### src/rtl/spi_pkg.sv
// Shared types and constants for the SPI byte framer.
// State encoding, SPI mode and counter sizing helper.
package spi_pkg;

  typedef enum logic {
    IDLE   = 1'b0,
    ACTIVE = 1'b1
  } state_t;

  localparam logic CPOL = 1'b0;
  localparam logic CPHA = 1'b0;

  // Width of a counter that indexes bits within one frame unit.
  function automatic int cnt_width(input int dw);
    return (dw > 1) ? $clog2(dw) : 1;
  endfunction

endpackage

### src/rtl/sync_edge_detect.sv
// Multi-flop synchroniser for one asynchronous pin.
// Produces the synced level plus one-cycle rise/fall strobes.
module sync_edge_detect #(
  parameter int SYNC_STAGES = 2
) (
  input  logic clk,
  input  logic reset,
  input  logic din,
  output logic level,
  output logic rise,
  output logic fall
);

  logic [SYNC_STAGES-1:0] chain;
  logic                   dly;

  // Shift the pin through the sync chain and keep one delayed copy.
  always_ff @(posedge clk) begin
    if (reset) begin
      chain <= '0;
      dly   <= 1'b0;
    end else begin
      chain <= {chain[SYNC_STAGES-2:0], din};
      dly   <= chain[SYNC_STAGES-1];
    end
  end

  assign level = chain[SYNC_STAGES-1];
  assign rise  = level & ~dly;
  assign fall  = ~level & dly;

endmodule

### src/rtl/spi_byte_framer.sv
// SPI mode 0 slave front end: pin sync, edge strobes,
// MSB-first byte assembly, byte strobe and miso serialiser.
module spi_byte_framer
  import spi_pkg::*;
#(
  parameter int SYNC_STAGES    = 2,
  parameter int DATA_WIDTH     = 8,
  parameter int BYTE_CNT_WIDTH = 16
) (
  input  logic                      clk,
  input  logic                      reset,
  input  logic                      sclk,
  input  logic                      cs_n,
  input  logic                      mosi,
  output logic                      miso,
  output logic                      sclkPosEdge,
  output logic                      sclkNegEdge,
  output logic                      sclk8PosEdge,
  output logic [DATA_WIDTH-1:0]     rxByte,
  input  logic [DATA_WIDTH-1:0]     txByte,
  output logic                      frameActive,
  output logic                      frameAbort,
  output logic [BYTE_CNT_WIDTH-1:0] byteCount
);

  localparam int BW = cnt_width(DATA_WIDTH);
  localparam logic [BW-1:0] LAST = BW'(DATA_WIDTH - 1);

  logic sclk_lvl, sclk_rise, sclk_fall;
  logic cs_lvl, cs_rise, cs_fall;
  logic [SYNC_STAGES-1:0] mosi_sync;
  logic mosi_lvl;
  logic unused;

  state_t state, state_nx;
  logic armed;
  logic go, leave;
  logic sample_edge, launch_edge;
  logic pos_q, neg_q, last_bit;

  logic [BW-1:0]         bit_cnt;
  logic [DATA_WIDTH-1:0] rx_shift;
  logic [DATA_WIDTH-1:0] tx_shift;

  sync_edge_detect #(.SYNC_STAGES(SYNC_STAGES)) u_sclk (
    .clk   (clk),
    .reset (reset),
    .din   (sclk),
    .level (sclk_lvl),
    .rise  (sclk_rise),
    .fall  (sclk_fall)
  );

  sync_edge_detect #(.SYNC_STAGES(SYNC_STAGES)) u_cs (
    .clk   (clk),
    .reset (reset),
    .din   (cs_n),
    .level (cs_lvl),
    .rise  (cs_rise),
    .fall  (cs_fall)
  );

  // Data pin only needs its synced level.
  always_ff @(posedge clk) begin
    if (reset) mosi_sync <= '0;
    else       mosi_sync <= {mosi_sync[SYNC_STAGES-2:0], mosi};
  end

  assign mosi_lvl = mosi_sync[SYNC_STAGES-1];
  assign unused   = ^{sclk_lvl, cs_rise};

  // Mode 0 samples on the rising edge and launches on the falling edge.
  assign sample_edge = (CPOL ^ CPHA) ? sclk_fall : sclk_rise;
  assign launch_edge = (CPOL ^ CPHA) ? sclk_rise : sclk_fall;

  // A chip-select release in the same cycle suppresses the SCLK strobe.
  assign pos_q    = (state == ACTIVE) & ~cs_lvl & sample_edge;
  assign neg_q    = (state == ACTIVE) & ~cs_lvl & launch_edge;
  assign last_bit = (bit_cnt == LAST);

  // Arm only once chip select has been seen idle since reset.
  always_ff @(posedge clk) begin
    if (reset)       armed <= 1'b0;
    else if (cs_lvl) armed <= 1'b1;
  end

  // Frame state register.
  always_ff @(posedge clk) begin
    if (reset) state <= IDLE;
    else       state <= state_nx;
  end

  // Frame entry and exit decisions.
  always_comb begin
    state_nx = state;
    go       = 1'b0;
    leave    = 1'b0;
    unique case (state)
      IDLE: begin
        if (armed && cs_fall) begin
          go       = 1'b1;
          state_nx = ACTIVE;
        end
      end
      ACTIVE: begin
        if (cs_lvl) begin
          leave    = 1'b1;
          state_nx = IDLE;
        end
      end
      default: state_nx = IDLE;
    endcase
  end

  assign frameActive = (state == ACTIVE);

  // Registered strobes, all aligned to the qualification cycle.
  always_ff @(posedge clk) begin
    if (reset) begin
      sclkPosEdge  <= 1'b0;
      sclkNegEdge  <= 1'b0;
      sclk8PosEdge <= 1'b0;
      frameAbort   <= 1'b0;
    end else begin
      sclkPosEdge  <= pos_q;
      sclkNegEdge  <= neg_q;
      sclk8PosEdge <= pos_q & last_bit;
      frameAbort   <= leave & (bit_cnt != '0);
    end
  end

  // Shift registers, bit/byte counters and the miso driver.
  always_ff @(posedge clk) begin
    if (reset) begin
      rxByte    <= '0;
      rx_shift  <= '0;
      tx_shift  <= '0;
      bit_cnt   <= '0;
      byteCount <= '0;
      miso      <= 1'b0;
    end else begin
      if (sclk8PosEdge) rxByte <= rx_shift;
      if (go) begin
        tx_shift <= txByte;
        miso     <= txByte[DATA_WIDTH-1];
        bit_cnt  <= '0;
      end else if (leave) begin
        rx_shift  <= '0;
        tx_shift  <= '0;
        bit_cnt   <= '0;
        byteCount <= '0;
        miso      <= 1'b0;
      end else begin
        if (pos_q) begin
          rx_shift <= {rx_shift[DATA_WIDTH-2:0], mosi_lvl};
          bit_cnt  <= last_bit ? '0 : bit_cnt + 1'b1;
          if (last_bit && (byteCount != '1))
            byteCount <= byteCount + 1'b1;
        end
        if (neg_q) begin
          if (bit_cnt == '0) begin
            tx_shift <= txByte;
            miso     <= txByte[DATA_WIDTH-1];
          end else begin
            tx_shift <= {tx_shift[DATA_WIDTH-2:0], 1'b0};
            miso     <= tx_shift[DATA_WIDTH-2];
          end
        end
      end
    end
  end

endmodule

### config.mk
export PLATFORM = sky130hd
export DESIGN_NAME = spi_byte_framer
export DESIGN_NICKNAME = d
export VERILOG_FILES = /design/src/rtl/spi_pkg.sv /design/src/rtl/sync_edge_detect.sv /design/src/rtl/spi_byte_framer.sv
export SDC_FILE = /design/constraint.sdc
export NUM_CORES = 1
export LEC_CHECK = 0
export CORE_UTILIZATION = 50
export DETAILED_ROUTE_END_ITERATION = 8
export PLACE_DENSITY = 0.76
export SKIP_CTS_REPAIR_TIMING = 1
export SLEW_MARGIN = 25
export SYNTH_ARGS = -nofsm -noshare
export SYNTH_HDL_FRONTEND = slang
export SYNTH_SLANG_ARGS = --single-unit
### constraint.sdc
create_clock -name clk -period 1.7 [get_ports clk]
set_input_delay 0.425 -clock clk [delete_from_list [all_inputs] [get_ports clk]]
set_output_delay 0.425 -clock clk [all_outputs]
set_load 0.005 [all_outputs]
## Word level (Yosys, flattened, before mapping)

Index checks and enable logic that the tools add are counted.

- Memories: 0
- Output and inout bits: 30
- ROM bits: 0
- Bits in registers: 57
- Latch bits: 0
- Logic and storage cells: 64
- Memory bits (writable): 0

- Equality and inequality tests: 2
- Bitwise gates (word level): 13
- $add $sub $neg: 2
- Shift operators: 0
- Divide/modulo/power cells: 0
- Multiplexer cells: 20
- $lt $le $gt $ge: 0
- Reductions and logical operators: 10
- $mul: 0

Operator list:

| kind | count |
|---|---|
| $mux W16 | 3 |
| $mux W7 | 4 |
| $add A16 B1 Y16 const B | 1 |
| $mux W8 | 2 |
| $ne A16 B16 Y1 const B | 1 |
| $mux W1 | 9 |
| $and A1 B1 Y1 | 8 |
| $reduce_bool A3 Y1 | 2 |
| $not A1 Y1 | 5 |
| $reduce_bool A2 Y1 | 2 |
| $add A3 B1 Y3 const B | 1 |
| $eq A3 B3 Y1 const B | 1 |
| $logic_not A3 Y1 | 1 |
| $mux W3 | 1 |
| $reduce_and A3 Y1 | 1 |
| $reduce_or A3 Y1 | 1 |
| $logic_and A1 B1 Y1 | 2 |
| $pmux W1 S2 | 1 |
| $reduce_and A2 Y1 | 1 |

## Depth between registers and ports, before layout

- Word-level depth: 7
- Gate-level depth with buffers: 6
- Depth with buffers taken out: 6

## Hierarchy

A second synthesis with hierarchy kept.

- Cells, all modules: 263
- Area, all modules: 2452.4 um^2

By module, submodules not included:

| module | instances | sequential area each (um^2) | area an instance (um^2) | cells each |
|---|---|---|---|---|
| spi_byte_framer | 1 | 1021.0 | 2269.7 | 247 |
| sync_edge_detect | 2 | 60.1 | 91.3 | 8 |

## Worst setup path before layout

No wires, ideal clock.

- Path type: reg-to-reg
- From: reg state, in the netlist frameActive
- To: reg byteCount[9]
- Clock period less this slack: 1542 ps
- Setup time: 121 ps
- Slack: 158 ps
- Data required time: 1579 ps
- Cell stages (with the launch flop): 7
- Arrival time: 1421 ps
- Path buffers: 2
- Path through: dfxtp_1 > buf_6 > and4bb_4 > nand2b_1 > buf_2 > nor2_1 > mux2_2

- Word-level cells in the longest chain between the ends: 4
- Elaborated cells between the ends (all ways): 9

Ends and longest elaborated chain:

| element | line | source |
|---|---|---|
| from (decl) | spi_byte_framer.sv:35 | `state_t state, state_nx;` |
| from (signal assigned) | spi_byte_framer.sv:90 | `else state <= state_nx;` |
| $and A1 B1 Y1 (2 in series) | spi_byte_framer.sv:77 | `assign pos_q = (state == ACTIVE) & ~cs_lvl & sample_edge;` |
| $reduce_bool A2 Y1 (no line) | - |  |
| $reduce_and A3 Y1 (no line) | - |  |
| to (signal assigned) | spi_byte_framer.sv:158 | `byteCount <= byteCount + 1'b1;` |
| to (decl) | spi_byte_framer.sv:23 | `output logic [BYTE_CNT_WIDTH-1:0] byteCount` |

Several ways; a longest one is shown, not always the timed one.
A chain may end at the register's enable or synchronous reset.

## Worst setup path in the final report

- From: reg byteCount[11]
- To: out byteCount[11]

No word-level cell between the ends.

==> flow_metrics.py <==
metrics = {
    "cts": {
        "cts_buffers": 9,
        "cts_tree": "built",
        "clock_path_buffers": 2,
        "h-tree-depth": 3,
        "clk_pin_slew_ns": 0.06,
        "cts_num_sinks": 57,
        "clockRootBuffer": "clkbuf_8",
        "clk_latency_ns": 0.33,
    },
    "floorplanning": {
        "initial_core_util_pct": 53.61,
        "core_area_mm2": 0.004504,
        "rows": 24,
        "die-area_mm2": 0.005112,
        "die_w_um": 71.50,
        "num_io_pins": 43,
        "die_h_um": 71.50,
    },
    "synthesis": {
        "synth_ff_type": "dfxtp_1",
        "synth-seq-cells": 57,
        "synth_area_leaders": "dfxtp_1, mux2i_1, nand2_1",
        "yosys_warnings": 0,
        "yosysSeqAreaShare_pct": 47.25,
        "synth_nets": 266,
        "async_reset_ff_share_pct": 0,
        "syn_area_mm2": 0.002415,
        "yosysTopAreaCell": "dfxtp_1",
        "synth_edf_count": 0,
        "yosys-top-cells-count": "dfxtp_1, nand2_1, nor2_1",
        "yosys.area.top_type_share_pct": 47.25,
        "synth_cells": 249,
        "yosysUniqueCellTypes": 48,
        "syn_avg_cell_area_um2": 9.698,
        "yosysMostFrequentCell": "dfxtp_1",
    },
    "timing": {
        "setup_viol": 0,
        "fin_skew_ns": 0.005184,
        "rsz0062_at_grt": "true",
        "fin_crit_sh_pct": 97.02,
        "max_freq_ghz": 0.6063,
        "worst-slew-pin-transition_ns": 0.5387,
        "hold_ws_ns": 0.4395,
        "maxSlewHeadroom_pct": 63.95,
        "worst_slack_ns": 0.05073,
        "layout_min_cycle_time_ns": 1.649,
        "hold_viol": 0,
        "drv_slew": 0,
    },
    "final_layout": {
        "drive_gt1_share_pct": 21.74,
        "nets": 334,
        "area_growth_pct": 35.86,
        "instances_no_fill": 374,
        "n_antenna_cell": 0,
    },
    "detailed_routing": {
        "drc_errors": 0,
        "via_per_inst": 5.529,
        "drt_iter0_drc": 98,
        "totalWireLength_um": 5112,
        "dr_total_vias": 2068,
        "ant_nets": 0,
        "firstDrtPassIters": 4,
        "wl_per_cell_um": 13.67,
    },
    "run_status": {
        "status": "completed",
    },
    "global_route": {
        "overflow": 0,
        "grt_pass1_vias": 1886,
        "antenna_found_initial": 0,
        "grt_pass1_wl_um": 8349,
        "track_usage_pct": 21.24,
        "grt_max_degree": 20,
    },
    "setup_path": {
        "end_kind": "output port",
        "critPathMaxFanout": 6,
        "startpoint_type": "flip-flop",
        "critical_path_depth": 1,
        "worstPathRequired_ns": 1.27,
        "r2r_end": "byteCount[13]",
        "worst-setup-path-type": "flip-flop to output port",
        "rr_startpoint": "bit_cnt[1]",
        "path_cells": "clkdlybuf4s50_1",
        "worstRegToRegCells": 6,
        "crit_family": "buffers and inverters",
        "cp.arrival_ns": 1.22,
        "regToRegSetupSlack_ns": 0.10,
        "critPathCapture": "byteCount[11]",
        "startpoint": "byteCount[11]",
        "crit_slowest_cell": "clkdlybuf4s50_1",
        "cp_slowest_stage_delay_ns": 0.52,
        "crit_buf_inv": 1,
    },
    "run": {
        "drv_cap": 0,
    },
    "place": {
        "dp.cells": 355,
        "dpl.hpwl_um": 3550,
        "port_buffers": 42,
        "gp_congestion": 0.7885,
        "dpl_worst_slack_ns": -0.1957,
    },
    "power_and_ir_drop": {
        "irDropWorstVdd_uv": 741.9,
        "p_total_mw": 2.665,
        "p_leak_nw": 1.278,
        "powerDensity_mw_per_mm2": 812.3,
    },
    "hold_path": {
        "hold_class": "flip-flop to flip-flop",
    },
}
[registers in the layout, summed over array words and instances (netlist names)]
| register | flops |
|---|---|
| armed | 1 |
| bit_cnt | 3 |
| byteCount | 16 |
| frameAbort | 1 |
| frameActive | 1 |
| miso | 1 |
| mosi_sync | 2 |
| rxByte | 8 |
| rx_shift | 8 |
| sclk8PosEdge | 1 |
| sclkNegEdge | 1 |
| sclkPosEdge | 1 |
| tx_shift | 7 |
| u_cs.chain | 2 |
| u_cs.dly | 1 |
| u_sclk.chain | 2 |
| u_sclk.dly | 1 |
[layout make-up]
cell class | count | area [um2]
multi-input cells | 176 | 1209
clock buffers | 13 | 148.9
inverters | 5 | 18.77
well taps | 52 | 65.06
clock inverters | 3 | 40.04
flip-flops and latches | 57 | 1166
repair buffers | 68 | 633.1
fillers | 340 | 1224
[cells by family after synthesis]
family / Yosys count / synth area share, %
fa+ha+maj: 4 / 2.073
flops: 57 / 47.25
compound gates: 45 / 14.71
mux: 15 / 6.269
buf+inv: 16 / 3.368
simple gates: 112 / 26.32
[placed cells by master, fill, tap and decap left out, types with 3 or more instances in the layout]
master / instances
nor2_1: 21
a22o_1: 8
inv_1: 5
clkbuf_1: 3
nand2b_1: 5
nand3_1: 6
nand2_1: 21
nand4_1: 6
o21ai_0: 4
and4_1: 3
or4_1: 3
nor2b_1: 10
buf_4: 24
dlymetal6s2s_1: 4
a21oi_1: 11
nor3_1: 14
mux2i_1: 14
or2_1: 5
a221oi_1: 7
dfxtp_1: 41
dfxtp_2: 14
clkdlybuf4s50_1: 38
ha_1: 3
clkbuf_8: 10
[metal layers]
layer / share of wire (%) / up-vias / track usage, %
li1: - / 1044 / -
met1: 46 / 959 / 26.28
met2: 47 / 53 / 34.71
met3: 3.8 / 12 / 4.641
met4: 2.3 / 0 / 11.55
met5: 0 / - / 0
[how the worst min path moves through the flow]
stage / startpoint / end / slack [ns] / cells past startpoint
final: u_cs.chain[0] / u_cs.chain[1] / 0.44 / 1
after global routing: mosi_sync[0] / mosi_sync[1] / 0.46 / 1
after CTS: u_cs.chain[0] / u_cs.chain[1] / 0.44 / 1
after detailed placement: u_cs.chain[0] / u_cs.chain[1] / 0.43 / 1
after global placement: mosi_sync[0] / mosi_sync[1] / 0.42 / 1
after floorplan: mosi_sync[0] / mosi_sync[1] / 0.41 / 1
[through the flow]
step | util (%) | instance area (um2) | TNS (ns)
floorplan | - | 2415 | 0
global placement | 66.83 | 3010 | -1.631
detailed placement | 66.83 | 3010 | -2.457
CTS | 71.03 | 3199 | -0.3159
global route | 72.83 | 3281 | -0.03189
finish | 72.83 | 3281 | 0
[report_power, final]
| part | switching, mW | total [mW] | internal (mW) | leakage [nW] |
|---|---|---|---|---|
| logic | 0.0467 | 0.103 | 0.0563 | 0.711 |
| clock network | 0.498 | 1.21 | 0.713 | 0.0974 |
| registers | 0.00583 | 1.35 | 1.34 | 0.470 |
No activity file was read; power rests on OpenSTA's default activity.
